### src/rtl/bus_mux_pkg.sv
// Shared constants and helpers for the N-channel bus source multiplexer.
package bus_mux_pkg;
  localparam logic MODE_DIRECT   = 1'b0;
  localparam logic MODE_RR       = 1'b1;
  localparam int   DEF_WORD_SIZE = 16;
  localparam int   DEF_NUM_CH    = 4;
  localparam int   DEF_SEL_SIZE  = 2;

  // Wraps at num_ch, not at the select width, so odd channel counts rotate correctly.
  function automatic int rr_next(input int idx, input int num_ch);
    return (idx + 1 >= num_ch) ? 0 : idx + 1;
  endfunction
endpackage

### src/rtl/rr_arbiter_nch.sv
// Combinational round-robin picker: first valid channel at or after rr_ptr, wrapping at NUM_CH.
module rr_arbiter_nch import bus_mux_pkg::*; #(
  parameter int NUM_CH   = DEF_NUM_CH,
  parameter int SEL_SIZE = DEF_SEL_SIZE
) (
  input  logic [NUM_CH-1:0]   in_valid,
  input  logic [SEL_SIZE-1:0] rr_ptr,
  output logic                grant_valid,
  output logic [SEL_SIZE-1:0] grant_idx
);
  always_comb begin
    grant_valid = 1'b0;
    grant_idx   = '0;
    // Scan farthest offset first so the closest valid channel overwrites last and wins.
    for (int i = NUM_CH - 1; i >= 0; i--) begin
      int idx;
      idx = int'(rr_ptr) + i;
      if (idx >= NUM_CH) idx = idx - NUM_CH;
      if (in_valid[idx]) begin
        grant_valid = 1'b1;
        grant_idx   = SEL_SIZE'(idx);
      end
    end
  end
endmodule

### src/rtl/bus_mux_nch.sv
// Registered N-channel bus source mux with direct/round-robin grant and output backpressure.
// Optional even-parity output enabled by defining BUS_MUX_PARITY_EN.
module bus_mux_nch import bus_mux_pkg::*; #(
  parameter int WORD_SIZE = DEF_WORD_SIZE,
  parameter int NUM_CH    = DEF_NUM_CH,
  parameter int SEL_SIZE  = DEF_SEL_SIZE
) (
  input  logic                        clk,
  input  logic                        rst,
  input  logic [NUM_CH*WORD_SIZE-1:0] in_data,
  input  logic [NUM_CH-1:0]           in_valid,
  output logic [NUM_CH-1:0]           in_ready,
  input  logic                        mode,
  input  logic [SEL_SIZE-1:0]         sel,
  output logic [WORD_SIZE-1:0]        out_data,
  output logic [SEL_SIZE-1:0]         out_ch,
  output logic                        out_valid,
  input  logic                        out_ready,
  output logic                        sel_err
`ifdef BUS_MUX_PARITY_EN
  ,output logic                       out_parity
`endif
);
  logic                 slot_free, dir_vld, sel_ok, rr_gvld, grant_valid, xfer;
  logic [SEL_SIZE-1:0]  rr_gidx, grant_idx;
  logic [WORD_SIZE-1:0] grant_word;

  logic [WORD_SIZE-1:0] out_data_d, out_data_q;
  logic [SEL_SIZE-1:0]  out_ch_d, out_ch_q, rr_ptr_d, rr_ptr_q;
  logic                 out_valid_d, out_valid_q, sel_err_d, sel_err_q;

  rr_arbiter_nch #(.NUM_CH(NUM_CH), .SEL_SIZE(SEL_SIZE)) u_arb (
    .in_valid    (in_valid),
    .rr_ptr      (rr_ptr_q),
    .grant_valid (rr_gvld),
    .grant_idx   (rr_gidx)
  );

  always_comb begin
    slot_free = !out_valid_q || out_ready;
    sel_ok    = int'(sel) < NUM_CH;
    // Loop-based lookup keeps an out-of-range sel from indexing past in_valid.
    dir_vld   = 1'b0;
    for (int k = 0; k < NUM_CH; k++)
      if (sel == SEL_SIZE'(k)) dir_vld = in_valid[k];

    if (mode == MODE_RR) begin
      grant_valid = rr_gvld;
      grant_idx   = rr_gidx;
    end else begin
      grant_valid = dir_vld;
      grant_idx   = sel;
    end
    xfer = rst && grant_valid && slot_free;

    grant_word = '0;
    in_ready   = '0;
    for (int k = 0; k < NUM_CH; k++) begin
      if (grant_idx == SEL_SIZE'(k)) begin
        grant_word  = in_data[k*WORD_SIZE +: WORD_SIZE];
        in_ready[k] = xfer;
      end
    end

    out_data_d  = xfer ? grant_word : out_data_q;
    out_ch_d    = xfer ? grant_idx  : out_ch_q;
    out_valid_d = xfer ? 1'b1 : (out_ready ? 1'b0 : out_valid_q);
    rr_ptr_d    = (xfer && mode == MODE_RR) ? SEL_SIZE'(rr_next(int'(grant_idx), NUM_CH)) : rr_ptr_q;
    sel_err_d   = (mode == MODE_DIRECT) && !sel_ok;
  end

  always_ff @(posedge clk) begin
    if (!rst) begin
      out_data_q  <= '0;
      out_ch_q    <= '0;
      out_valid_q <= 1'b0;
      rr_ptr_q    <= '0;
      sel_err_q   <= 1'b0;
    end else begin
      out_data_q  <= out_data_d;
      out_ch_q    <= out_ch_d;
      out_valid_q <= out_valid_d;
      rr_ptr_q    <= rr_ptr_d;
      sel_err_q   <= sel_err_d;
    end
  end

`ifdef BUS_MUX_PARITY_EN
  logic out_parity_d, out_parity_q;
  assign out_parity_d = xfer ? ^grant_word : out_parity_q;
  always_ff @(posedge clk) begin
    if (!rst) out_parity_q <= 1'b0;
    else      out_parity_q <= out_parity_d;
  end
  assign out_parity = out_parity_q;
`endif

  assign out_data  = out_data_q;
  assign out_ch    = out_ch_q;
  assign out_valid = out_valid_q;
  assign sel_err   = sel_err_q;
endmodule
### config.mk
export PLATFORM = sky130hd
export DESIGN_NAME = bus_mux_nch
export DESIGN_NICKNAME = d
export VERILOG_FILES = /design/src/rtl/bus_mux_pkg.sv /design/src/rtl/rr_arbiter_nch.sv /design/src/rtl/bus_mux_nch.sv
export SDC_FILE = /design/constraint.sdc
export NUM_CORES = 1
export LEC_CHECK = 0
export ABC_AREA = 1
export BUFFER_PORTS_ARGS = -buffer_cell sky130_fd_sc_hd__buf_4
export CAP_MARGIN = 0
export CORE_ASPECT_RATIO = 1.1
export CORE_UTILIZATION = 47
export DETAILED_ROUTE_END_ITERATION = 8
export GPL_TIMING_DRIVEN = 0
export PLACE_DENSITY = 0.89
export RECOVER_POWER = 25
export REMOVE_ABC_BUFFERS = 1
export SLEW_MARGIN = 10
export SYNTH_ARGS = -nofsm -noshare
export SYNTH_HDL_FRONTEND = slang
export SYNTH_SLANG_ARGS = --single-unit
### constraint.sdc
create_clock -name clk -period 6.4 [get_ports clk]
set_input_delay 0.96 -clock clk [delete_from_list [all_inputs] [get_ports clk]]
set_output_delay 0.96 -clock clk [all_outputs]
set_load 0.02 [all_outputs]
# Word level (Yosys, flattened, before mapping)
# Cells that the tools add are included.
# word_totals
wordCells,76
in_bits,74
output_inout_bits,24
regBits,21
# classes
eq_ne,6
n_mux,41
magnitude_cmp,9
n_reduce_logical,8
addsub,8
# op_table
op,n
"less-than comparator 32 x 4 -> 1 bit, second input constant",4
2-to-1 mux 32 bit,4
">= comparator 32 x 4 -> 1 bit, second input constant",3
"subtractor 32 x 4 -> 32 bit, second input constant",3
2-to-1 mux 16 bit,4
2-to-1 mux 1 bit,23
2-to-1 mux 2 bit,6
binary-select mux 1 bit (select 2 bit),4
"== test 2 bit, second input constant",4
"adder 2 x 1 -> 3 bit, second input constant",2
"adder 2 x 2 -> 3 bit, second input constant",2
"== test 2 x 1 -> 1 bit, second input constant",2
zero test 2 bit,2
"subtractor 2 x 3 -> 4 bit, second input constant",1
">= comparator 2 x 3 -> 1 bit, second input constant",1
">= comparator 3 bit, second input constant",1
logical AND 1 bit,3
nonzero test 2 bit,1
zero test 1 bit,1
logical OR 1 bit,1

# Logic depth before layout (Yosys ltp)
# depth
word_depth,16
mapped_depth,21
ltp_nobuf,19

# Modules after synthesis
# A second synthesis with hierarchy kept.
# unflattened
hier_cells,333
area_unflattened_um2,1824.2
# by_module_without_submodules
mod,seq_area_each_um2,area_each_um2,n_inst,cells_each
bus_mux_nch,420.4,1611.5,1,287
rr_arbiter_nch,0.0,212.7,1,46

# Worst setup path after synthesis
# OpenSTA, ideal clock, no wires.
# synth_timing
path_kind,input-to-output
startpoint,input port in_valid[3]
endpoint,output port in_ready[1]
stages,15
arrival_ns,2.697
t_required_ns,5.440
path_slack_ns,2.743
path_buffers,2
path_cell_list,inv_1 > nand2_1 > and2_1 > nand2_1 > nand2_1 > nor2_1 > nand2_1 > nand3_1 > nand2_1 > inv_1 > ha_1 > buf_2 > clkbuf_1 > inv_1 > nor2_1
# synth_via
elab_cells_between_ends,27
cone_classes,eq/ne (1); mux (24); reduce/logical (2)
# synth_rtl
element,line,text
from (decl),bus_mux_nch.sv:11,"input logic [NUM_CH-1:0] in_valid,"
binary-select mux 1 bit (select 2 bit),rr_arbiter_nch.sv:19,if (in_valid[idx]) begin
2-to-1 mux 1 bit (not written as such) (2 in a row),rr_arbiter_nch.sv:19,
2-to-1 mux 2 bit (3 in a row),rr_arbiter_nch.sv:19,
2-to-1 mux 2 bit *,rr_arbiter_nch.sv:19,
2-to-1 mux 2 bit *,bus_mux_nch.sv:47,if (mode == MODE_RR) begin
named net grant_idx[0],bus_mux_nch.sv:25,"logic [SEL_SIZE-1:0] rr_gidx, grant_idx;"
== test 2 x 1 -> 1 bit *,bus_mux_nch.sv:59,if (grant_idx == SEL_SIZE'(k)) begin
2-to-1 mux 1 bit *,bus_mux_nch.sv:59,
to (decl),bus_mux_nch.sv:12,"output logic [NUM_CH-1:0] in_ready,"
# Mark *: on every way through the listed nets, which the timed path passes. The rest lies on a longest branch. The select of a mux whose other input is x is not followed.

# Worst setup path after layout
# layout_timing
startpoint,input port in_valid[3]
endpoint,output port in_ready[2]
# layout_via
elab_chain_len,11
elab_cells_between_ends,27
cone_classes,eq/ne (1); mux (24); reduce/logical (2)
# layout_rtl
element,line,text
binary-select mux 1 bit (select 2 bit),rr_arbiter_nch.sv:19,
2-to-1 mux 1 bit (not written as such) (2 in a row),rr_arbiter_nch.sv:19,
2-to-1 mux 1 bit (4 in a row),rr_arbiter_nch.sv:19,
2-to-1 mux 1 bit,bus_mux_nch.sv:47,
logical AND 1 bit (2 in a row),bus_mux_nch.sv:54,xfer = rst && grant_valid && slot_free;
2-to-1 mux 1 bit *,bus_mux_nch.sv:59,
# Every way passes the cells marked *; elsewhere a longest branch is shown, timed or not. The select of a mux whose other input is x is not followed.

==> results.sh <==
export IMPL_outcome="complete, no violations"
export IMPL_grt_pass1_wl_um=7800
export IMPL_holdWs_ns=0.475
export IMPL_clk_latency_ns=0.31
export IMPL_synth_cell_types=25
export IMPL_firstDrtPassIters=4
export IMPL_gp_congestion=0.884
export IMPL_post_route_period_util_pct=67.3
export IMPL_boundaryPins=98
export IMPL_cts_root_buf="clkbuf_4"
export IMPL_synthMostInstantiatedCell="nand2_1"
export IMPL_p_sw_uw=179
export IMPL_syn_inst=287
export IMPL_yosysTopAreaCell="nand2_1"
export IMPL_routed_wl_um=4990
export IMPL_slew_headroom_pct=32.7
export IMPL_worst_clock_skew_ns=0.00546
export IMPL_max_slew_worst_pin_slew_ns=1.01
export IMPL_cpPeakStageDelay_ns=0.60
export IMPL_die_area_sq_um=3790
export IMPL_grt_max_degree=34
export IMPL_rsz0062_at_grt="false"
export IMPL_cp_cell_sequence="buf_4, inv_1, nand2_1, and2_1, nand2_1, nand2_1, inv_1, nand2_1, nand2_1, nand3_1, nand2_1, ha_1, inv_1, nor2_1, buf_4"
export IMPL_area_delta_synth_final_pct=40.7
export IMPL_wl_per_cell_um=11.9
export IMPL_worst_path_buf_inv=5
export IMPL_syn_cell_area_sq_um=1670
export IMPL_synth_area_leaders="nand2_1, dfxtp_1, o21ai_0"
export IMPL_vias=2104
export IMPL_path_delay_family="simple AND/OR/NAND/NOR gates"
export IMPL_dp_hpwl_um=3770
export IMPL_tns_ns=0
export IMPL_clock_sinks=21
export IMPL_min_period_ns=4.31
export IMPL_finalPower_uw=436
export IMPL_cp_arrival_ns=3.35
export IMPL_fillers=330
export IMPL_power_frac_seq_pct=35.0
export IMPL_synthXorXnorAreaFrac_pct=0
export IMPL_synth_compound_area_share_pct=24.0
export IMPL_start_kind="primary input"
export IMPL_p_comb_share_pct=50.1
export IMPL_synth_seq_area_share_pct=25.2
export IMPL_cts_buffers=3
export IMPL_power_frac_clock_pct=14.9
export IMPL_cts_tree="built"
export IMPL_synth_edf_count=0
export IMPL_p_leak_nw=1.15
export IMPL_synth_simple_area_share_pct=36.9
export IMPL_drive_gt1_share_pct=29.3
export IMPL_synthArstFlopShare_pct=0
export IMPL_critical_path_slowest_cell="ha_1"
export IMPL_route_detailed_drc=0
export IMPL_cts_setup_buffers=0
export IMPL_start_util_pct=49.6
export IMPL_antennaDiodeCount=0
export IMPL_crit_fanout=17
export IMPL_die_width_um=58.8
export IMPL_p_int_uw=256
export IMPL_muxShareOfSynthArea_pct=0
export IMPL_syn_avg_cell_area_sq_um=5.80
export IMPL_fin_cells=420
export IMPL_portBuffers=96
export IMPL_ys_ff_latch=21
export IMPL_hp_class="register to register"
export IMPL_post_cts_resize_count=0
export IMPL_cp_common_cell="nand2_1"
export IMPL_worstPathRequired_ns=5.44
export IMPL_synthFlopType="dfxtp_1"
export IMPL_dr_first_iter_drc_count=67
export IMPL_avgViaCountPerCell=5.01
export IMPL_slew_viol_final=0
export IMPL_design_core_area_sq_um=3360
export IMPL_fp_row_count=22
export IMPL_final_hold_violation_count=0
export IMPL_fin_util_pct=69.8
export IMPL_die_y_um=64.4
export IMPL_yosys_area_share_adder_pct=3.01
export IMPL_grt_ovfl_total=0
export IMPL_ir_drop_uv=110
export IMPL_cts_reportedPaths_clkPinSlew_ns=0.12
export IMPL_track_usage_pct=26.3
export IMPL_placedCellCount=416
export IMPL_crit_type="primary input to output pin"
export IMPL_synth_top_family_by_area="simple AND/OR/NAND/NOR gates"
export IMPL_cap_violations=0
export IMPL_synth_common_cells="nand2_1, o21ai_0, a21oi_1"
export IMPL_worstSetupEndpointType="output pin"
export IMPL_powerDensity_nw_per_um2=186
export IMPL_grt_pass1_vias=1900
export IMPL_antenna_found_initial=0
export IMPL_synth_top_area_share_pct=26.8
export IMPL_final_antenna_net_count=0
export IMPL_setup_viol=0
export IMPL_clock_fmax_ghz=0.232
export IMPL_clk_path_buf_depth=2
export IMPL_nNetsFinal=451
export IMPL_hold_buffers=0
export IMPL_htreeDepth=1
export IMPL_ys_warn_count=0
export IMPL_switching_share_pct=41.2
[final timing paths]
kind,startpoint,slack [ns],to,depth (start not counted)
worst min register to register,out_data[7],0.48,out_data[7],2
worst max-delay path,in_valid[3],2.09,in_ready[2],15
worst max register to register,rr_ptr_q[0],2.85,out_data[6],19
worst min-delay path,out_data[7],0.48,out_data[7],2
[area by class of cell]
type / count / area (sq um) / share of cell area (%)
Inverter: 23 / 88.8 / 3.79
Tap cell: 48 / 60.1 / 2.56
Sequential cell: 21 / 420 / 17.9
Clock inverter: 1 / 5.00 / 0.214
Multi-Input combinational cell: 228 / 1070 / 45.5
Clock buffer: 3 / 22.5 / 0.961
Timing Repair Buffer: 96 / 679 / 29.0
[placed cells by master (no fill, tap or decap), types with 2 or more instances in the layout]
cell type,n
nand2_2,4
nor2_1,12
a21oi_1,26
nor3_1,2
clkbuf_1,11
a21oi_2,10
nor2_2,2
buf_4,85
dfxtp_1,21
ha_1,4
clkbuf_4,3
nand3_1,9
nand2_1,119
o21ai_0,33
inv_2,2
o21ai_1,2
inv_1,19
[worst register-to-register path: cells and delay by family (launching register included)]
family	cells	cell delay (ns)
compound gates	3	0.43
flops	1	0.56
simple gates	13	1.83
fa+ha+maj	1	0.45
buf+inv	2	0.22
[logic make-up (layout without fill, tap and decap cells)]
kind of cell / count (synthesis) / in the layout
AO/OA/AOI/OAI: 72 / 72
adder cells (fa/ha/maj): 4 / 4
buffers and inverters: 38 / 123
flip-flops: 21 / 21
other: 1 / 1
AND/OR/NAND/NOR: 151 / 151
[flip-flops by register name, indices dropped and copies added (netlist names)]
signal     flops
out_ch         2
out_data      16
out_valid      1
rr_ptr_q       2
[metal layers]
| metal | vias up | track usage [%] | wire [um] |
|---|---|---|---|
| met5 | - | 0 | 0 |
| met4 | 0 | 8.93 | 97 |
| met3 | 9 | 5.59 | 257 |
| met2 | 75 | 47.3 | 2550 |
| met1 | 932 | 30.2 | 2080 |
| li1 | 1088 | - | - |
[power by group through the flow]
stage	clock, mW	combinational [mW]	sequential, mW
after floorplan	0	0.122	0.169
after global placement	0	0.218	0.155
after detailed placement	0	0.222	0.155
after CTS	0.0672	0.223	0.153
after global routing	0.0745	0.244	0.154
final	0.0649	0.218	0.153
[per-stage QoR]
step / setup WS (ns) / instance area [sq um]
floorplan: 2.67 / 1580
global placement: 2.12 / 2360
detailed placement: 2.10 / 2360
CTS: 2.07 / 2380
global route: 1.67 / 2340
finish: 2.09 / 2340
No activity file was read; power rests on OpenSTA's default activity.
